==> src/rtl/group_mac_pkg.sv <==
// Shared widths and lane types for the 8-lane multiply-accumulate group.
package group_mac_pkg;

    localparam int unsigned DATA_W  = 8;
    localparam int unsigned PROD_W  = 16;
    localparam int unsigned PSUM_W  = 24;
    localparam int unsigned N_LANES = 8;

    typedef logic [DATA_W-1:0] data_t;
    typedef logic [PROD_W-1:0] prod_t;
    typedef logic [PSUM_W-1:0] psum_t;

    // Zero-extend a lane product into the partial-sum domain.
    function automatic psum_t widen_prod(input prod_t p);
        return PSUM_W'(p);
    endfunction

endpackage

==> src/rtl/mac_lane.sv <==
// One unsigned 8x8 multiplier lane with a registered activation forward.
module mac_lane
    import group_mac_pkg::*;
(
    input  logic              clk,
    input  logic              rst_n,
    input  logic [DATA_W-1:0] weight,
    input  logic [DATA_W-1:0] activation,
    output logic [PROD_W-1:0] product_c,
    output logic [DATA_W-1:0] next_activation
);

    data_t act_d;
    data_t act_q;

    always_comb begin
        product_c = PROD_W'(weight) * PROD_W'(activation);
        act_d     = activation;
    end

    always_ff @(posedge clk) begin
        if (!rst_n) begin
            act_q <= '0;
        end else begin
            act_q <= act_d;
        end
    end

    assign next_activation = act_q;

endmodule

==> src/rtl/group_8_mac.sv <==
// Eight-lane MAC group: adder tree over lane products plus deferred-product compensation.
// Error compensation is enabled by defining ERR_COMP_EN; otherwise the error ports are ignored.
module group_8_mac
    import group_mac_pkg::*;
(
    input  logic        clk,
    input  logic        rst_n,
    input  logic [7:0]  weight_1,
    input  logic [7:0]  weight_2,
    input  logic [7:0]  weight_3,
    input  logic [7:0]  weight_4,
    input  logic [7:0]  weight_5,
    input  logic [7:0]  weight_6,
    input  logic [7:0]  weight_7,
    input  logic [7:0]  weight_8,
    input  logic [7:0]  activation_1,
    input  logic [7:0]  activation_2,
    input  logic [7:0]  activation_3,
    input  logic [7:0]  activation_4,
    input  logic [7:0]  activation_5,
    input  logic [7:0]  activation_6,
    input  logic [7:0]  activation_7,
    input  logic [7:0]  activation_8,
    input  logic [23:0] partial_sum_in,
    input  logic [15:0] error_product_in,
    input  logic        error_in,
    input  logic        timing_err,
    output logic [7:0]  next_activation_1,
    output logic [7:0]  next_activation_2,
    output logic [7:0]  next_activation_3,
    output logic [7:0]  next_activation_4,
    output logic [7:0]  next_activation_5,
    output logic [7:0]  next_activation_6,
    output logic [7:0]  next_activation_7,
    output logic [7:0]  next_activation_8,
    output logic [23:0] partial_sum_out,
    output logic [15:0] error_product_out,
    output logic        error_out
);

    data_t w_a    [N_LANES];
    data_t a_a    [N_LANES];
    data_t na_a   [N_LANES];
    prod_t prod_c [N_LANES];

    assign w_a[0] = weight_1;
    assign w_a[1] = weight_2;
    assign w_a[2] = weight_3;
    assign w_a[3] = weight_4;
    assign w_a[4] = weight_5;
    assign w_a[5] = weight_6;
    assign w_a[6] = weight_7;
    assign w_a[7] = weight_8;

    assign a_a[0] = activation_1;
    assign a_a[1] = activation_2;
    assign a_a[2] = activation_3;
    assign a_a[3] = activation_4;
    assign a_a[4] = activation_5;
    assign a_a[5] = activation_6;
    assign a_a[6] = activation_7;
    assign a_a[7] = activation_8;

    for (genvar i = 0; i < N_LANES; i++) begin : g_lane
        mac_lane u_lane (
            .clk             (clk),
            .rst_n           (rst_n),
            .weight          (w_a[i]),
            .activation      (a_a[i]),
            .product_c       (prod_c[i]),
            .next_activation (na_a[i])
        );
    end

    psum_t psum_d;
    psum_t psum_q;
    prod_t eprod_d;
    prod_t eprod_q;
    logic  eout_d;
    logic  eout_q;

`ifndef ERR_COMP_EN
    logic unused_err_c;
    assign unused_err_c = ^{error_in, error_product_in, timing_err};
`endif

    // Lanes 1..7 always accumulate; lane 8 may be deferred downstream.
    always_comb begin
        psum_d  = partial_sum_in;
        eprod_d = '0;
        eout_d  = 1'b0;
        for (int unsigned i = 0; i < N_LANES - 1; i++) begin
            psum_d = psum_d + widen_prod(prod_c[i]);
        end
`ifdef ERR_COMP_EN
        if (!timing_err) begin
            psum_d = psum_d + widen_prod(prod_c[N_LANES-1]);
        end
        if (error_in) begin
            psum_d = psum_d + widen_prod(error_product_in);
        end
        eprod_d = timing_err ? prod_c[N_LANES-1] : '0;
        eout_d  = timing_err;
`else
        psum_d = psum_d + widen_prod(prod_c[N_LANES-1]);
`endif
    end

    always_ff @(posedge clk) begin
        if (!rst_n) begin
            psum_q  <= '0;
            eprod_q <= '0;
            eout_q  <= 1'b0;
        end else begin
            psum_q  <= psum_d;
            eprod_q <= eprod_d;
            eout_q  <= eout_d;
        end
    end

    assign partial_sum_out   = psum_q;
    assign error_product_out = eprod_q;
    assign error_out         = eout_q;

    assign next_activation_1 = na_a[0];
    assign next_activation_2 = na_a[1];
    assign next_activation_3 = na_a[2];
    assign next_activation_4 = na_a[3];
    assign next_activation_5 = na_a[4];
    assign next_activation_6 = na_a[5];
    assign next_activation_7 = na_a[6];
    assign next_activation_8 = na_a[7];

endmodule

==> config.mk <==
export PLATFORM = sky130hd
export DESIGN_NAME = group_8_mac
export DESIGN_NICKNAME = d
export VERILOG_FILES = /design/src/rtl/group_mac_pkg.sv /design/src/rtl/mac_lane.sv /design/src/rtl/group_8_mac.sv
export SDC_FILE = /design/constraint.sdc
export NUM_CORES = 1
export LEC_CHECK = 0
export ABC_AREA = 1
export CAP_MARGIN = 20
export CORE_UTILIZATION = 35
export CTS_CLUSTER_SIZE = 30
export DETAILED_ROUTE_END_ITERATION = 6
export GPL_TIMING_DRIVEN = 0
export SLEW_MARGIN = 15
export SYNTH_ARGS = -nofsm -noshare
export SYNTH_HDL_FRONTEND = slang
export SYNTH_SLANG_ARGS = --single-unit
==> constraint.sdc <==
create_clock -name clk -period 24.6 [get_ports clk]
set_input_delay 3.69 -clock clk [delete_from_list [all_inputs] [get_ports clk]]
set_output_delay 3.69 -clock clk [all_outputs]
set_load 0.005 [all_outputs]
### Yosys cells after proc, flatten, opt, wreduce, memory -nomap -nowiden

Cells that the tools add are included.
Widths: inputs -> output; s select.

| storage, ports and cells | value |
|---|---|
| input port bits | 172 |
| word-level logic and storage cells | 25 |
| flip-flop bits (word level) | 88 |

| operators by class | value |
|---|---|
| add/sub/neg operators | 8 |
| multipliers | 8 |

Operators by type and width:

| kind | number |
|---|---|
| $add 24x16->24 | 8 |
| $mul 8x8->16 | 8 |

### Longest topological paths before layout

Gate-level depths: netlist of run 1.

| logic depth | value |
|---|---|
| depth in word-level cells | 9 |
| depth in mapped cells | 33 |

### By module

From an unflattened synthesis of run 1, not the netlist that was laid out.

| unflattened totals | value |
|---|---|
| cell total of the unflattened synthesis | 3,851 |
| area total of the unflattened synthesis | 26,067.5 um2 |

Modules (own cells, without submodules):

| module | area an instance (um2) | instances | cells an instance | seq. area each (um2) |
|---|---|---|---|---|
| mac_lane at g_lane[1].u_lane ... | 2,636.3 | 6 | 403 | 160.2 |
| group_8_mac | 4,981.0 | 1 | 630 | 480.5 |
| mac_lane at g_lane[7].u_lane | 2,648.8 | 1 | 403 | 160.2 |
| mac_lane at g_lane[0].u_lane | 2,620.0 | 1 | 400 | 160.2 |

### Least setup slack after synthesis of run 1

No wires, ideal clock.

| path | value |
|---|---|
| path type | input -> register |
| start point | input port activation_7[5] |
| end point | register psum_q[16] (netlist: partial_sum_out[16]) |
| buffers on the path | 1 |
| setup time | 0.115 ns |
| cell stages on the path | 26 |
| required time | 24.485 ns |
| setup slack | 14.267 ns |
| arrival time | 10.218 ns |
| cells stage by stage | clkbuf_1 > nand2_1 > fa_1 > inv_1 > fa_1 > fa_1 > inv_1 > fa_1 > fa_1 > fa_1 > inv_1 > fa_1 > fa_1 > fa_1 > inv_1 > fa_1 > inv_1 > ha_1 > nand2_2 > inv_1 > a21oi_2 > nor2_1 > nor2_1 > nand3_1 > nand2_1 > nor2_1 |

| on the way | value |
|---|---|
| longest elaborated chain between the ends | 3 |

RTL lines:

| what | RTL line | source |
|---|---|---|
| start, declared | group_8_mac.sv:22 | `input logic [7:0] activation_7,` |
| $mul 8x8->16 | mac_lane.sv:17 | `product_c = PROD_W'(weight) * PROD_W'(activation);` |
| $add 24x16->24 | group_8_mac.sv:93 | `psum_d = psum_d + widen_prod(prod_c[i]);` |
| $add 24x16->24 | group_8_mac.sv:105 | `psum_d = psum_d + widen_prod(prod_c[N_LANES-1]);` |
| end signal, assigned | group_8_mac.sv:115 | `psum_q <= psum_d;` |
| end, declared | group_8_mac.sv:76 | `psum_t psum_q;` |

No other way between the ends.
A chain may end at the register's enable or synchronous reset.

### Final worst setup path of run 1

| path | value |
|---|---|
| start point | input port activation_3[3] |
| end point | register psum_q[14] (netlist: partial_sum_out[14]) |

| on the way | value |
|---|---|
| longest elaborated chain between the ends | 7 |

RTL lines:

| what | RTL line | source |
|---|---|---|
| start, declared | group_8_mac.sv:18 | `input logic [7:0] activation_3,` |
| $mul 8x8->16 | mac_lane.sv:17 |  |
| $add 24x16->24 (5 in a row) | group_8_mac.sv:93 |  |
| $add 24x16->24 | group_8_mac.sv:105 |  |

No other way between the ends.

==> results of run 1 <==
[flip-flops by register name (all words and copies together), names as in the netlist]
signal / flops
partial_sum_out: 24
g_lane.u_lane.next_activation: 64
[layout by cell type, fill, tap and decap left out, drive strengths merged]
cell type      synthesis  routed
dfxtp                 88      88
and2                   2       2
nand4                  3       3
xnor2                  1       1
o21bai                 3       3
buf                   23      23
nor2                  42      42
or2                    1       1
ha                   240     240
clkinv                 0       2
clkdlybuf4s50          0     112
diode                  0       7
conb                   1      17
o21ai                  6       6
nand3b                 1       1
inv                 1085    1087
a21oi                 23      23
clkbuf               132     141
nor3                   4       4
nand3                 21      21
fa                   495     495
nand2                705     705
xor2                   1       1
bufinv                 0       3
[layout make-up]
| cell class | instances | area [µm²] |
|---|---|---|
| clock buffers | 9 | 225.2 |
| plain buffers | 155 | 653.1 |
| repair buffers | 112 | 1121 |
| inverters | 1085 | 4073 |
| well taps | 855 | 1070 |
| multi-input cells | 1565 | 16310 |
| flip-flops and latches | 88 | 1762 |
| diodes | 7 | 17.52 |
| clock inverters | 7 | 125.1 |
| fillers | 6646 | 38990 |
[synth_stat cells, types with 2 or more instances]
master	instances	area (µm²)
a21oi_1	21	105.1
a21oi_2	2	17.52
and2_4	2	17.52
buf_2	6	30.03
buf_4	17	127.6
clkbuf_1	132	495.5
dfxtp_1	88	1762
fa_1	495	9910
ha_1	240	3003
inv_1	1075	4035
inv_2	10	37.54
nand2_1	693	2601
nand2_2	11	68.82
nand3_1	12	60.06
nand3_2	9	90.09
nand4_1	3	18.77
nor2_1	28	105.1
nor2_2	9	56.30
nor2_4	5	56.30
nor3_2	3	30.03
o21ai_0	6	30.03
o21bai_1	2	15.01
[final timing paths]
check                                                        end
setup / recovery                  partial_sum_out[14]$_SDFF_PN0_
hold / removal    g_lane[7].u_lane.next_activation[3]$_SDFF_PN0_
[per-stage QoR]
| stage | setup WS [ns] | hold WS (ns) | cell area [µm²] | util [%] | instances |
|---|---|---|---|---|---|
| 2_1_floorplan | 14.27 | 3.854 | 22790 | - | 2893 |
| 3_3_place_gp | 13.29 | 4.092 | 24990 | 38.83 | 3860 |
| 3_5_place_dp | 13.30 | 4.096 | 24990 | 38.83 | 3860 |
| 4_1_cts | 13.70 | 3.652 | 25340 | 39.37 | 3876 |
| 5_1_grt | 13.36 | 3.699 | 25350 | 39.39 | 3881 |
| 6_report | 13.63 | 3.676 | 25350 | 39.40 | 3883 |
[layer usage]
layer | GRT usage [%] | vias up | share of wire (%)
li1 | - | 7975 | -
met1 | 24.88 | 8078 | 43
met2 | 31.84 | 334 | 49
met3 | 4.186 | 66 | 5.9
met4 | 5.787 | 18 | 2.6
met5 | 0 | - | 0.18
[cells by family after synthesis]
kind of cell	Yosys count
AOI/OAI and AO/OA	32
xor gates and xnor gates	2
adders and majority gates	735
buffers and inverters	1240
DFF	88
other	1
and+or+nand+nor	779
==> summary.txt, run 1 <==
Clocking
  • Worst-path clk slew: about 0.07 ns
  • Total CTS buffers: 9
  • Resized cells post-CTS: 0
  • CTS Buffer Depth: 2
  • CTS tree: done
  • Hold_buf cts: 0
  • # H-tree levels: 3
  • Root Driver: clkbuf_16
  • Post-CTS setup buffers: 0
  • Sinks on Clock Net: just under 90

Worst setup path
  • Crit Path Class: input port to flop
  • Stages on the worst setup path: 27
  • Critical path launch point: activation_3[3]
  • Most frequent CP cell: fa_1
  • Crit path launch type: input port
  • Crit path buf inv count: 7
  • Crit path max-delay family: adder cells
  • Crit path largest cell delay: 0.59 ns
  • CP endpoint kind: flop
  • Arrival time at the worst endpoint: 11.27 ns
  • Required @ worst endpoint: between 20 and 25 ns
  • Crit path max fanout: 9
  • Crit path max-delay cell type: clkbuf_1

Yosys
  • Adder-cell share of the synthesized area: 56.80%
  • Post-synthesis register bit count: between 80 and 90
  • Number of distinct library cells after synthesis: 30
  • Seq/Total Area, Yosys: about 7.7%
  • Cells after Synth: ~2900
  • Simple-Gate Fraction of Synth Area: roughly 14%
  • Post-synth EDFFs: 0
  • Warnings from Yosys: 0
  • Most used DFF post-synth: dfxtp_1
  • Post-synthesis mux area share: 0%
  • Post-synthesis xor/xnor area fraction: less than 1%
  • Largest family of logic cells by synthesized area: adder cells
  • Post-Syn Area per Cell: 7.902 µm²
  • Async set-reset flop share out of synthesis: 0%
  • Compound-cell area share of the yosys netlist: less than 1%
  • Syn Std Cell Area: between 20000 and 25000 µm²

Flow run
  • Max-cap violations: 0

Die
  • Row Count: 93
  • Initial Util: a little over a third
  • Die X: ~260 µm
  • Core ar.: ~64000 µm²
  • Die Y: ~260 µm
  • I/O pins: 277
  • Die area: around 66000 µm²

Timing
  • Slew Limit Fails: 0
  • Final hold viol count: 0
  • Final setup viols: 0
  • Relative slew slack: 35.06%
  • Tmin final: between 10 and 15 ns
  • Fmax: around 91 MHz
  • Final Cycle Share: between 40% and 50%
  • Total negative slack: 0 ns
  • RSZ-0062 raised after global routing: false
  • Worst slew pin tran: approximately 0.97 ns

Routing
  • Initial DRC count: roughly 910
  • Post-DR vias/cell: ~4.2
  • WL final: about 59000 µm
  • Wirelength per Cell: between 15 and 20 µm
  • Post-route DRC: 4
  • Antenna viol nets, final: 0
  • First-pass DRT Iterations: 7
  • Total number of vias: ~16000

Final layout
  • Nets: approximately 4000
  • Area growth, synth to finish: 11.52%
  • Layout cells sized above 1: under 10%

Global routing
  • Vias in the first global route: 17114
  • GRT overflow: 0
  • Initial antenna violation count: 16
  • Largest net degree at the start of global routing: 17
  • Total GRT Usage: between 10% and 20%
  • Global-route wire length before repair: 95340 µm

Place
  • Post-DP HPWL: ~53000 µm
  • Gpl congestion: between 0.8 and 0.9
  • Port Buf Inserts: 112

Outcome
  • Status: finished, violations left
  • Failing checks: DRC

Min path
  • Hold path depth: 3
  • Hold WC Path Type: input port to flop
  • Worst hold path startpoint: activation_8[3]
Power of run 1 is left out: the tool's default activity adds up to more than one toggle a clock period on the data nets, which glitch-free logic cannot reach.
==> inputs of run 2 (changes only) <==
clock period = 8.88 ns   (was 24.6 ns; I/O delays follow)
==> results of run 2 <==
The final DEF is identical to that of run 1. Status: finished, violations left: DRC.
Main changes from that run: setup slack after placement 13.30 ns -> -0.06157 ns; setup slack after layout 13.63 ns -> 0.2700 ns; hold slack 3.676 ns -> 1.318 ns
Power of run 2 is left out for the same reason.
